`src/rtl/pipelined_alu.sv`:
```
// Two-stage pipelined ALU with valid/ready handshakes on operand input and result output.
// Stage 1 registers the operands and opcode; stage 2 registers the result and flags.
module pipelined_alu #(
  parameter  int WIDTH = 4,
  localparam int SHW   = $clog2(WIDTH)
) (
  input  logic                 clk,
  input  logic                 rst,
  input  logic                 in_valid,
  output logic                 in_ready,
  input  logic [WIDTH-1:0]     a,
  input  logic [WIDTH-1:0]     b,
  input  logic [2:0]           opcode,
  output logic                 out_valid,
  input  logic                 out_ready,
  output logic [2*WIDTH-1:0]   result,
  output logic                 zero,
  output logic                 carry
);

  typedef enum logic [2:0] {
    OP_ADD = 3'b000,
    OP_SUB = 3'b001,
    OP_MUL = 3'b010,
    OP_OR  = 3'b011,
    OP_AND = 3'b100,
    OP_XOR = 3'b101,
    OP_SHL = 3'b110,
    OP_SHR = 3'b111
  } op_e;

  logic               s1_valid_q, s1_valid_d;
  logic [WIDTH-1:0]   s1_a_q, s1_a_d;
  logic [WIDTH-1:0]   s1_b_q, s1_b_d;
  op_e                s1_op_q, s1_op_d;

  logic               s2_valid_q, s2_valid_d;
  logic [2*WIDTH-1:0] s2_result_q, s2_result_d;
  logic               s2_zero_q, s2_zero_d;
  logic               s2_carry_q, s2_carry_d;

  logic               adv1, adv2;

  logic [WIDTH:0]     sum;
  logic [WIDTH-1:0]   diff, shl, shr;
  logic [2*WIDTH-1:0] prod;
  logic [2*WIDTH-1:0] alu_result;
  logic               alu_carry;

  // A stage may load when it is empty or its contents are moving on this cycle.
  assign adv2     = !s2_valid_q || out_ready;
  assign adv1     = !s1_valid_q || adv2;
  assign in_ready = adv1;

  assign sum  = {1'b0, s1_a_q} + {1'b0, s1_b_q};
  assign diff = s1_a_q - s1_b_q;
  assign prod = {{WIDTH{1'b0}}, s1_a_q} * {{WIDTH{1'b0}}, s1_b_q};
  assign shl  = s1_a_q << s1_b_q[SHW-1:0];
  assign shr  = s1_a_q >> s1_b_q[SHW-1:0];

  // NOTE: every output of a combinational block gets a default before any branch,
  // otherwise an unassigned path infers a latch.
  always_comb begin
    alu_result = '0;
    alu_carry  = 1'b0;
    case (s1_op_q)
      OP_ADD: begin
        alu_result = {{(WIDTH-1){1'b0}}, sum};
        alu_carry  = sum[WIDTH];
      end
      OP_SUB: begin
        alu_result = {{WIDTH{1'b0}}, diff};
        alu_carry  = (s1_a_q < s1_b_q);
      end
      OP_MUL: alu_result = prod;
      OP_OR:  alu_result = {{WIDTH{1'b0}}, s1_a_q | s1_b_q};
      OP_AND: alu_result = {{WIDTH{1'b0}}, s1_a_q & s1_b_q};
      OP_XOR: alu_result = {{WIDTH{1'b0}}, s1_a_q ^ s1_b_q};
      OP_SHL: alu_result = {{WIDTH{1'b0}}, shl};
      OP_SHR: alu_result = {{WIDTH{1'b0}}, shr};
    endcase
  end

  always_comb begin
    s1_valid_d  = s1_valid_q;
    s1_a_d      = s1_a_q;
    s1_b_d      = s1_b_q;
    s1_op_d     = s1_op_q;
    s2_valid_d  = s2_valid_q;
    s2_result_d = s2_result_q;
    s2_zero_d   = s2_zero_q;
    s2_carry_d  = s2_carry_q;
    if (adv1) begin
      s1_valid_d = in_valid;
      s1_a_d     = a;
      s1_b_d     = b;
      s1_op_d    = op_e'(opcode);
    end
    if (adv2) begin
      s2_valid_d  = s1_valid_q;
      s2_result_d = alu_result;
      s2_zero_d   = (alu_result == '0);
      s2_carry_d  = alu_carry;
    end
  end

  // NOTE: state registers use non-blocking assignments so every flop samples
  // pre-edge values regardless of statement order.
  always_ff @(posedge clk or negedge rst) begin
    if (!rst) begin
      s1_valid_q  <= 1'b0;
      s1_a_q      <= '0;
      s1_b_q      <= '0;
      s1_op_q     <= OP_ADD;
      s2_valid_q  <= 1'b0;
      s2_result_q <= '0;
      s2_zero_q   <= 1'b0;
      s2_carry_q  <= 1'b0;
    end else begin
      s1_valid_q  <= s1_valid_d;
      s1_a_q      <= s1_a_d;
      s1_b_q      <= s1_b_d;
      s1_op_q     <= s1_op_d;
      s2_valid_q  <= s2_valid_d;
      s2_result_q <= s2_result_d;
      s2_zero_q   <= s2_zero_d;
      s2_carry_q  <= s2_carry_d;
    end
  end

  assign out_valid = s2_valid_q;
  assign result    = s2_result_q;
  assign zero      = s2_zero_q;
  assign carry     = s2_carry_q;

endmodule

```
`config.mk`:
```
export PLATFORM = sky130hd
export DESIGN_NAME = pipelined_alu
export DESIGN_NICKNAME = d
export VERILOG_FILES = /design/src/rtl/pipelined_alu.sv
export SDC_FILE = /design/constraint.sdc
export NUM_CORES = 1
export LEC_CHECK = 0
export CAP_MARGIN = 20
export CORE_MARGIN = 3
export CORE_UTILIZATION = 50
export DETAILED_ROUTE_END_ITERATION = 16
export PLACE_DENSITY = 0.87
export SLEW_MARGIN = 10
export SYNTH_ARGS = -nofsm -noshare
export SYNTH_HDL_FRONTEND = slang
export SYNTH_SLANG_ARGS = --single-unit
export TNS_END_PERCENT = 10
```
`constraint.sdc`:
```
create_clock -name clk -period 2.9 [get_ports clk]
set_input_delay 0.58 -clock clk [delete_from_list [all_inputs] [get_ports clk]]
set_output_delay 0.58 -clock clk [all_outputs]
set_load 0.02 [all_outputs]
```
Word level (Yosys, flattened, before mapping). Index checks and enable logic that the tools add are counted.

Add/sub/neg operators: 2. Multiply operators: 1. Magnitude comparators: 1. Equal/unequal tests: 7. Shift operators: 2. Multiplexer cells: 2. Bitwise gates (word level): 3. Reduce and logical (&&, ||, !) cells: 6.

Operator list (count): 8-bit case mux with 8 select lines (1); 3-bit == test, second input constant (4); 8-bit logical NOT (1); 4-bit by 4-bit multiplier with 8-bit output (1); 3-bit by 2-bit == test with 1-bit output, second input constant (2); 4-bit by 4-bit adder with 5-bit output (1); 4-bit bitwise AND (1); 4-bit < comparator (1); 4-bit OR (1); 4-bit by 2-bit left shift with 4-bit output (1); 4-bit by 2-bit >> shifter with 4-bit output (1); 4-bit subtractor (1); 4-bit bitwise XOR (1); 3-bit by 1-bit == test with 1-bit output, second input constant (1); 3-bit logical NOT (1); 1-bit logical NOT (2); 1-bit logical OR (2); 1-bit case mux with 2 select lines (1).

Flip-flop bits (word level): 23.

Logic depth before layout (Yosys ltp). Gate-level depths: netlist (run 1).

Depth in word-level cells: 3. Depth in mapped cells: 13.

Least setup slack after synthesis (run 1). No wires, ideal clock.

Path kind: flip-flop to flip-flop. From: register s1_a_q[1]. To: register s2_zero_q, in the netlist zero. Library setup time: 0.121 ns. Arrival: 2.949 ns. Required time: 2.779 ns. Slack: -0.170 ns. Stages on the path, launching flop included: 11. Buffers on the path: 0. Period minus slack after synthesis: 3.070 ns. Path through: dfrtp_1 > nand2_1 > fa_1 > fa_1 > fa_1 > nor2b_1 > o21ai_0 > nor3b_1 > nor3_1 > nor4_2 > a32o_2.

Cells in the longest elaborated chain, start to end: 3.

RTL lines: start, declared (RTL line 33) `logic [WIDTH-1:0] s1_a_q, s1_a_d;`; start signal, assigned (RTL line 112) `s1_a_q <= '0;`; start signal, assigned (RTL line 121) `s1_a_q <= s1_a_d;`; 4-bit by 4-bit multiplier with 8-bit output, or another cell as far along (RTL line 57) `assign prod = {{WIDTH{1'b0}}, s1_a_q} * {{WIDTH{1'b0}}, s1_b_q};`; 8-bit case mux with 8 select lines * (RTL line 66) `case (s1_op_q)`; 8-bit logical NOT * (RTL line 102) `s2_zero_d = (alu_result == '0);`; end signal, assigned (RTL line 126) `s2_zero_q <= s2_zero_d;`; end, declared (RTL line 39) `logic s2_zero_q, s2_zero_d;`.

Mark *: on every way between the ends. The rest lies on a longest branch, timed or not. A chain may end at the register's enable or synchronous reset.

Worst setup path after layout (run 1).
From: register s1_b_q[1]. To: register s2_zero_q, in the netlist zero.

Cells in the longest elaborated chain, start to end: 3.

RTL lines: start, declared (RTL line 34) `logic [WIDTH-1:0] s1_b_q, s1_b_d;`; start signal, assigned (RTL line 113) `s1_b_q <= '0;`; start signal, assigned (RTL line 122) `s1_b_q <= s1_b_d;`; 4-bit by 4-bit multiplier with 8-bit output, or another cell as far along (RTL line 57); 8-bit case mux with 8 select lines * (RTL line 66); 8-bit logical NOT * (RTL line 102).

Marks and branches as above.

==> results of run 1 <==
==> kinds of logic after synthesis <==
kind of cell / Yosys count / synth area share [%]
AND/OR/NAND/NOR: 83 / 20.54
flip-flops: 23 / 27.79
adder cells (fa/ha/maj): 31 / 20.91
multiplexers: 8 / 4.773
XOR/XNOR: 4 / 1.692
buffers and inverters: 32 / 6.646
AO/OA/AOI/OAI: 55 / 17.64
==> metrics by stage <==
step	total power, mW	hold slack [ns]	cells
floorplan	0.7787	0.2844	236
global placement	0.9494	0.4409	314
detailed placement	0.9717	0.4559	314
CTS	1.204	0.4748	318
global route	1.290	0.4981	319
finish	1.210	0.4694	319
==> cells in the final DEF, fill, tap and decap left out, types with 2 or more instances in the layout <==
cell type        Yosys  routed
o22ai_1              3       3
clkbuf_8             0       3
a21oi_1             13      11
a21o_1               2       2
ha_1                25      21
nor3b_1              3       2
xnor2_1              2       2
and2_1               2       2
o21ai_1              3       4
nand4_1              3       3
dfrtp_1             23      22
nor2b_1              8       7
nand3_1              4       3
buf_4                0      18
a21oi_2              0       2
ha_2                 0       3
nor3_2               0       2
xor2_1               2       2
a211o_1              2       2
o21ai_0             17      16
clkdlybuf4s50_1      0      26
mux2_2               5       5
mux2i_1              2       2
nand2_1             31      31
inv_1               18      18
o21bai_1             2       2
nor2_1              13      13
fa_1                 6       5
nand2b_1             7       7
==> how the worst max path moves through the flow <==
stage | from | endpoint | slack [ns] | depth (start not counted)
global route | s1_b_q[1] | zero | -0.19 | 12
CTS | s1_b_q[1] | zero | -0.04 | 11
floorplan | s1_a_q[2] | zero | 0.003 | 12
finish | s1_b_q[1] | zero | -0.10 | 11
detailed placement | s1_b_q[1] | zero | -0.12 | 11
global placement | s1_b_q[1] | zero | 0.01 | 12
==> critical path, cell delays in order (launching register included) <==
cell and delay [ns]:
dfrtp_1 0.44, nand2_1 0.10, fa_1 0.46, fa_1 0.54, inv_1 0.05, ha_1 0.29, nand3_2 0.11, and3_1 0.20
o21bai_1 0.22, nand4_1 0.14, nor4_2 0.18, a32o_2 0.21
==> layer usage <==
layer / global-route usage, % / share of wire, % / vias up
met1: 28.19 / 43 / 845
met2: 35.34 / 51 / 50
met3: 3.453 / 5.2 / 7
li1: - / - / 883
met4: 4.255 / 0.80 / 0
met5: 0 / 0 / -
==> cell type report <==
| class | instances | area [µm²] | share of cell area, % |
|---|---|---|---|
| Multi-Input combinational cell | 181 | 1421 | 55.28 |
| Inverter | 19 | 71.32 | 2.774 |
| Tap cell | 48 | 60.06 | 2.336 |
| Clock inverter | 1 | 5.005 | 0.1946 |
| Sequential cell | 23 | 576.8 | 22.43 |
| Timing Repair Buffer | 44 | 395.4 | 15.38 |
| Clock buffer | 3 | 41.29 | 1.606 |
==> power by group <==
group / internal (mW) / switching, mW
Clock: 0.0963 / 0.111
Combinational: 0.282 / 0.309
Sequential: 0.362 / 0.0493
Total: 0.740 / 0.470
==> registers in the layout, summed over array words and instances (netlist names) <==
name,cells
result,8
s1_a_q,4
s1_b_q,4
s1_op_q,3
carry,1
out_valid,1
s1_valid_q,1
zero,1
==> repair_timing <==
action,CTS,global route
setup endpoints to repair,1,3
gates resized for setup,6,6
hold buffers,0,0
pin swaps,1,2
buffers inserted,0,1
==> summary.md, run 1 <==
| Metric | Value |
|---|---|
| Status | finished with violations |
| Failing checks | setup timing |
| Hold Path Class | flip-flop to flip-flop |
| Hold Path Depth | 1 |
| HPWL after DPL | 3806 µm |
| GRT Total Usage | 20.95% |
| GP Congestion | about 1 |
| Ys flop type | dfrtp_1 |
| Number of antenna diodes | 0 |
| Gr ovfl total | 0 |
| Drt pass-1 iters | 4 |
| Flops & latches, synth | 23 |
| Seq/Total Area, Yosys | 27.79% |
| WP data required | 3.12 ns |
| DRT iter0 DRCs | 108 |
| Routed Antenna Nets | 0 |
| Cell area after synthesis | 2071 µm² |
| Post-synth ARST share | 100.0% |
| Pleak | 1.187 nW |
| Setup Skew | 0.001498 ns |
| Clk Latency, worst-skew pair | 0.27 ns |
| Worst r2r src | s1_b_q[1] |
| Final nets | 318 |
| Max-slew violations | 0 |
| Avg Synthesized Cell Area | 8.774 µm² |
| Number of global-route vias before repair | between 1500 and 2000 |
| Unrepaired setup endpoints after global routing | true |
| IO buf count | 26 |
| Post-synthesis cell type count | 51 |
| Die width | roughly 70 µm |
| Slew HR | 54.71% |
| CTS HTree Levels | 1 |
| Share of layout cells above drive strength 1 | 18.08% |
| Critical Path Fanout Max | 4 |
| Endpoints failing setup | 1 |
| CTS Buffer Depth | 2 |
| Hold path endpoint | out_valid |
| HP Start | s1_valid_q |
| Final hold viol count | 0 |
| Top-count cell post-synth | nand2_1 |
| Die H | 70.36 µm |
| Die area | 4950 µm² |
| Largest area contributor in the netlist | dfrtp_1 |
| DP Worst Slack | -0.1181 ns |
| DR WL/cell | 15.71 µm |
| Syn. warnings | 0 |
| CTS sink count | 23 |
| Max_cap viols | 0 |
| Period utilisation layout | 103.5% |
| Drc violations | 0 |
| Utilization after layout | 67.20% |
| Initial antenna violation count | 0 |
| Worst path arrival time | about 3.2 ns |
| Post-synth EDFFs | 0 |
| Worst slew pin tran | around 0.68 ns |
| # rows | 22 |
| CTS tree | built |
| Reg2reg path depth | 11 |
| Routed via count | between 1500 and 2000 |
| Cell area after layout | 2571 µm² |
| First-pass GRT wire length | 8335 µm |
| Fillers | between 300 and 400 |
| Fin worst setup slack | -0.1021 ns |
| I/O Pins | 27 |
| Syn nets | between 200 and 300 |
| Core ar. | 3826 µm² |
| Root buffer cell | clkbuf_8 |
| Setup TNS | -0.1021 ns |
| Peak supply drop | 0.0003491 V |
| Worst r2r dst | zero |
| Clock buffer count from CTS | 3 |
| DR vias/cell | 5.596 |
| Largest net degree at the start of global routing | 24 |
| Detailed Route WL | 5012 µm |
| Layout area overhead | 24.17% |
| CP Capture Type | flip-flop |
| Synth top area share | 27.79% |
| Crit Path Class | flip-flop to flip-flop |
| Clk pin slew, worst setup/hold paths | 0.08 ns |
| Top post-synthesis cells by count | nand2_1 (31), ha_1 (25), dfrtp_1 (23) |
| Syn Inst Count | 236 |
| Startpoint Class | flip-flop |
| DP Area | 2464 µm² |
| Power per Cell Area | 470.7 nW/µm² |
| R2R setup slack | -0.10 ns |
| Tmin final | 3.002 ns |
| Fmax | 0.3331 GHz |
| Synth top area cells | dfrtp_1 (28%), ha_1 (15%), fa_1 (5.8%) |
| Initial core utilization | a little over half |
Power figures use the tool's default switching activity.
==> run 2: changes to the inputs <==
Settings changed: CAP_MARGIN 20 to not set.
==> results of run 2 <==
Final layout, timing and power as in run 1 (identical DEF).
==> run 3: changes to the inputs <==
Settings changed: GPL_TIMING_DRIVEN set to 0, PLACE_DENSITY 0.87 to not set, PLACE_DENSITY_LB_ADDON set to 0.12.
==> run 3 against run 2 <==
  * The flow still finishes with violations (setup timing)
  * Largest power group unchanged
  * Worst hold slack improved by 0.0072 ns
  * Worst setup slack gained 0.055 ns
  * Clock power about the same
  * Register-to-register slack improved by 0.05 ns
==> summary.md, run 3 (same netlist as run 1, synthesis figures left out) <==
| Metric | Value |
|---|---|
| Detailed Route WL | 5289 µm (+5.5%) |
| GRT Total Usage | 21.52% (+0.57 points) |
| Root buffer cell | clkbuf_8 |
| Top Usage Layer GRT | met2 |
| Met3 Usage GRT | 2.158% (-1.3 points) |
| Endpoints failing setup | 2 (+1) |
| Cell area after layout | 2651 µm² (+3.1%) |
| Largest net degree at the start of global routing | 24 (unchanged) |
| Initial core utilization | 54.12% (unchanged) |
| I/O Pins | 27 (unchanged) |
| Worst path arrival time | 3.12 ns (-0.10 ns) |
| Critical-path top delay cell | fa_1 |
| Hold buffer count at cts | 0 (unchanged) |
| Utilization after layout | 69.29% (+2.1 points) |
| Sequential Area | 579.3 µm² (+0.43%) |
| Area of the multi-input gates | 1444 µm² (+1.6%) |
| Status | finished with violations |
| Die H | 70.36 µm (unchanged) |
| Max stage delay on crit path | 0.51 ns (-0.03 ns) |
| Fin worst setup slack | -0.04709 ns (+0.05500 ns) |
| Critical Path Fanout Max | 3 (-1) |
| Die area | 4950 µm² (unchanged) |
| Tmin final | 2.947 ns (-0.05500 ns) |
| Slew HR | 27.72% (-27 points) |
| DP Area | 2409 µm² (-2.2%) |
| Core ar. | 3826 µm² (unchanged) |
| Die width | 70.36 µm (unchanged) |
| Startpoint Class | flip-flop |
| HPWL after DPL | 3664 µm (-3.7%) |
| CTS sink count | 23 (unchanged) |
| Period utilisation layout | 101.6% (-1.9 points) |
| WP data required | 3.07 ns (-0.05 ns) |
| Crit Path Class | flip-flop to flip-flop |
| Setup TNS | -0.04732 ns (+0.05477 ns) |
| IO buf count | 26 (unchanged) |
| Share of layout cells above drive strength 1 | 21.71% (+3.6 points) |
| Most frequent cells in the layout | nand2_1 (30), clkdlybuf4s50_1 (26), ha_1 (20), dfrtp_1 (20), inv_1 (16) |
| DR WL/cell | 16.08 µm (+2.3%) |
| Global Route met2 Usage | 36.69% (+1.4 points) |
| First-pass GRT wire length | 8549 µm (+2.6%) |
| Final hold viol count | 0 (unchanged) |
| Max_cap viols | 0 (unchanged) |
| Pleak | 1.214 nW (+2.3%) |
| Peak supply drop | 0.0002311 V (-34%) |
| Power per Cell Area | 470.2 nW/µm² (-0.10%) |
| Clock buffer count from CTS | 3 (unchanged) |
| Dpl cells | 310 (-1.3%) |
| Hold Path Class | flip-flop to flip-flop |
| Max reg flops | 8 (unchanged) |
| Gr ovfl total | 0 (unchanged) |
| Fmax | 0.3393 GHz (+1.9%) |
| GP Congestion | 0.9494 (-2.4%) |
| Routed via count | 1854 (+3.9%) |
| Number of antenna diodes | 0 (unchanged) |
| Initial antenna violation count | 0 (unchanged) |
| Leading cell type in the layout, fill and taps excluded | nand2_1 |
| Clk pin slew, worst setup/hold paths | 0.09 ns (about the same) |
| CTS tree | built |
| Max-slew violations | 0 (unchanged) |
| Setup Skew | 0.002140 ns (+0.0006422 ns) |
| Crit-path most repeated cell | fa_1 |
| Unrepaired setup endpoints after global routing | true |
| CP Capture Type | flip-flop |
| Routed Antenna Nets | 0 (unchanged) |
| Drc violations | 0 (unchanged) |
| Routing usage on met1 | 28.78% (+0.59 points) |
| Number of global-route vias before repair | 1777 (+0.85%) |
| Finished Layout Cells | 329 (+3.1%) |
| DRT iter0 DRCs | 103 (-4.6%) |
| CTS HTree Levels | 1 (unchanged) |
| Failing checks | setup timing |
| Layout area overhead | 28.04% |
| Drt pass-1 iters | 4 (unchanged) |
| Worst hold margin | 0.4766 ns (+0.007181 ns) |
| DR vias/cell | 5.635 (+0.71%) |
| Final nets | 328 (+3.1%) |
| CTS Buffer Depth | 2 (unchanged) |
| # rows | 22 (unchanged) |
| Crit-path cells | buf_6 > nand2_2 > fa_1 > fa_1 > fa_2 > nor2b_4 > o21ai_1 > nor3b_1 > nor3_2 > nor4_2 > a32o_2 |
| Fillers | 349 (+11%) |
| Worst slew pin tran | 1.081 ns (+0.4015 ns) |
| Clk Latency, worst-skew pair | 0.27 ns (about the same) |
[run 3: per-stage QoR]
step / worst slack [ns] / power [mW]
after floorplan: 0.003422 / 0.7787
after global placement: -0.3769 / 0.9449
after detailed placement: -0.3664 / 0.9518
after CTS: -0.06703 / 1.209
after global routing: -0.1551 / 1.333
final: -0.04709 / 1.247
[run 3: area by class of cell]
| type | instances | area share, % |
|---|---|---|
| clock inverters | 1 | 0.1888 |
| plain buffers | 13 | 2.784 |
| clock buffers | 3 | 1.557 |
| inverters | 19 | 2.832 |
| multi-input cells | 181 | 54.46 |
| flip-flops and latches | 23 | 21.85 |
| repair buffers | 41 | 14.06 |
| well taps | 48 | 2.265 |
[run 3: layer usage]
layer / share of wire, % / vias up / wire length [µm]
li1: - / 895 / -
met1: 43 / 886 / 2286
met2: 50 / 66 / 2621
met3: 5.9 / 7 / 313
met4: 1.3 / 0 / 67
met5: 0 / - / 0
[run 3: worst max-delay path: cells and delay by family, from the launching register on]
family,cells,cell delay (ns)
fa+ha+maj,3,1.33
simple gates,5,0.59
flops,1,0.44
compound gates,2,0.33
buf+inv,1,0.14
[run 3: path summary, 6_finish.rpt]
path                            from         to  slack, ns  cells after the start
hold / removal             result[1]  result[1]       0.48                      2
max in group asynchronous        rst  s1_a_q[1]       1.29                      1
setup / recovery           s1_b_q[1]       zero      -0.05                     11
setup reg to reg           s1_b_q[1]       zero      -0.05                     11
hold reg to reg            result[1]  result[1]       0.48                      2
min in group asynchronous        rst  result[5]       0.88                      1
[run 3: power by group]
part / leakage (nW) / switching [mW] / internal, mW
clock: 0.0255 / 0.114 / 0.0963
combinational: 0.911 / 0.340 / 0.301
sequential: 0.278 / 0.0330 / 0.363
[run 3: what timing repair did]
item | 4_1_cts | 5_1_grt
pin swaps | 13 | 7
buffers inserted | 11 | 4
endpoints found under the setup margin | 4 | 5
resized for setup | 10 | 11
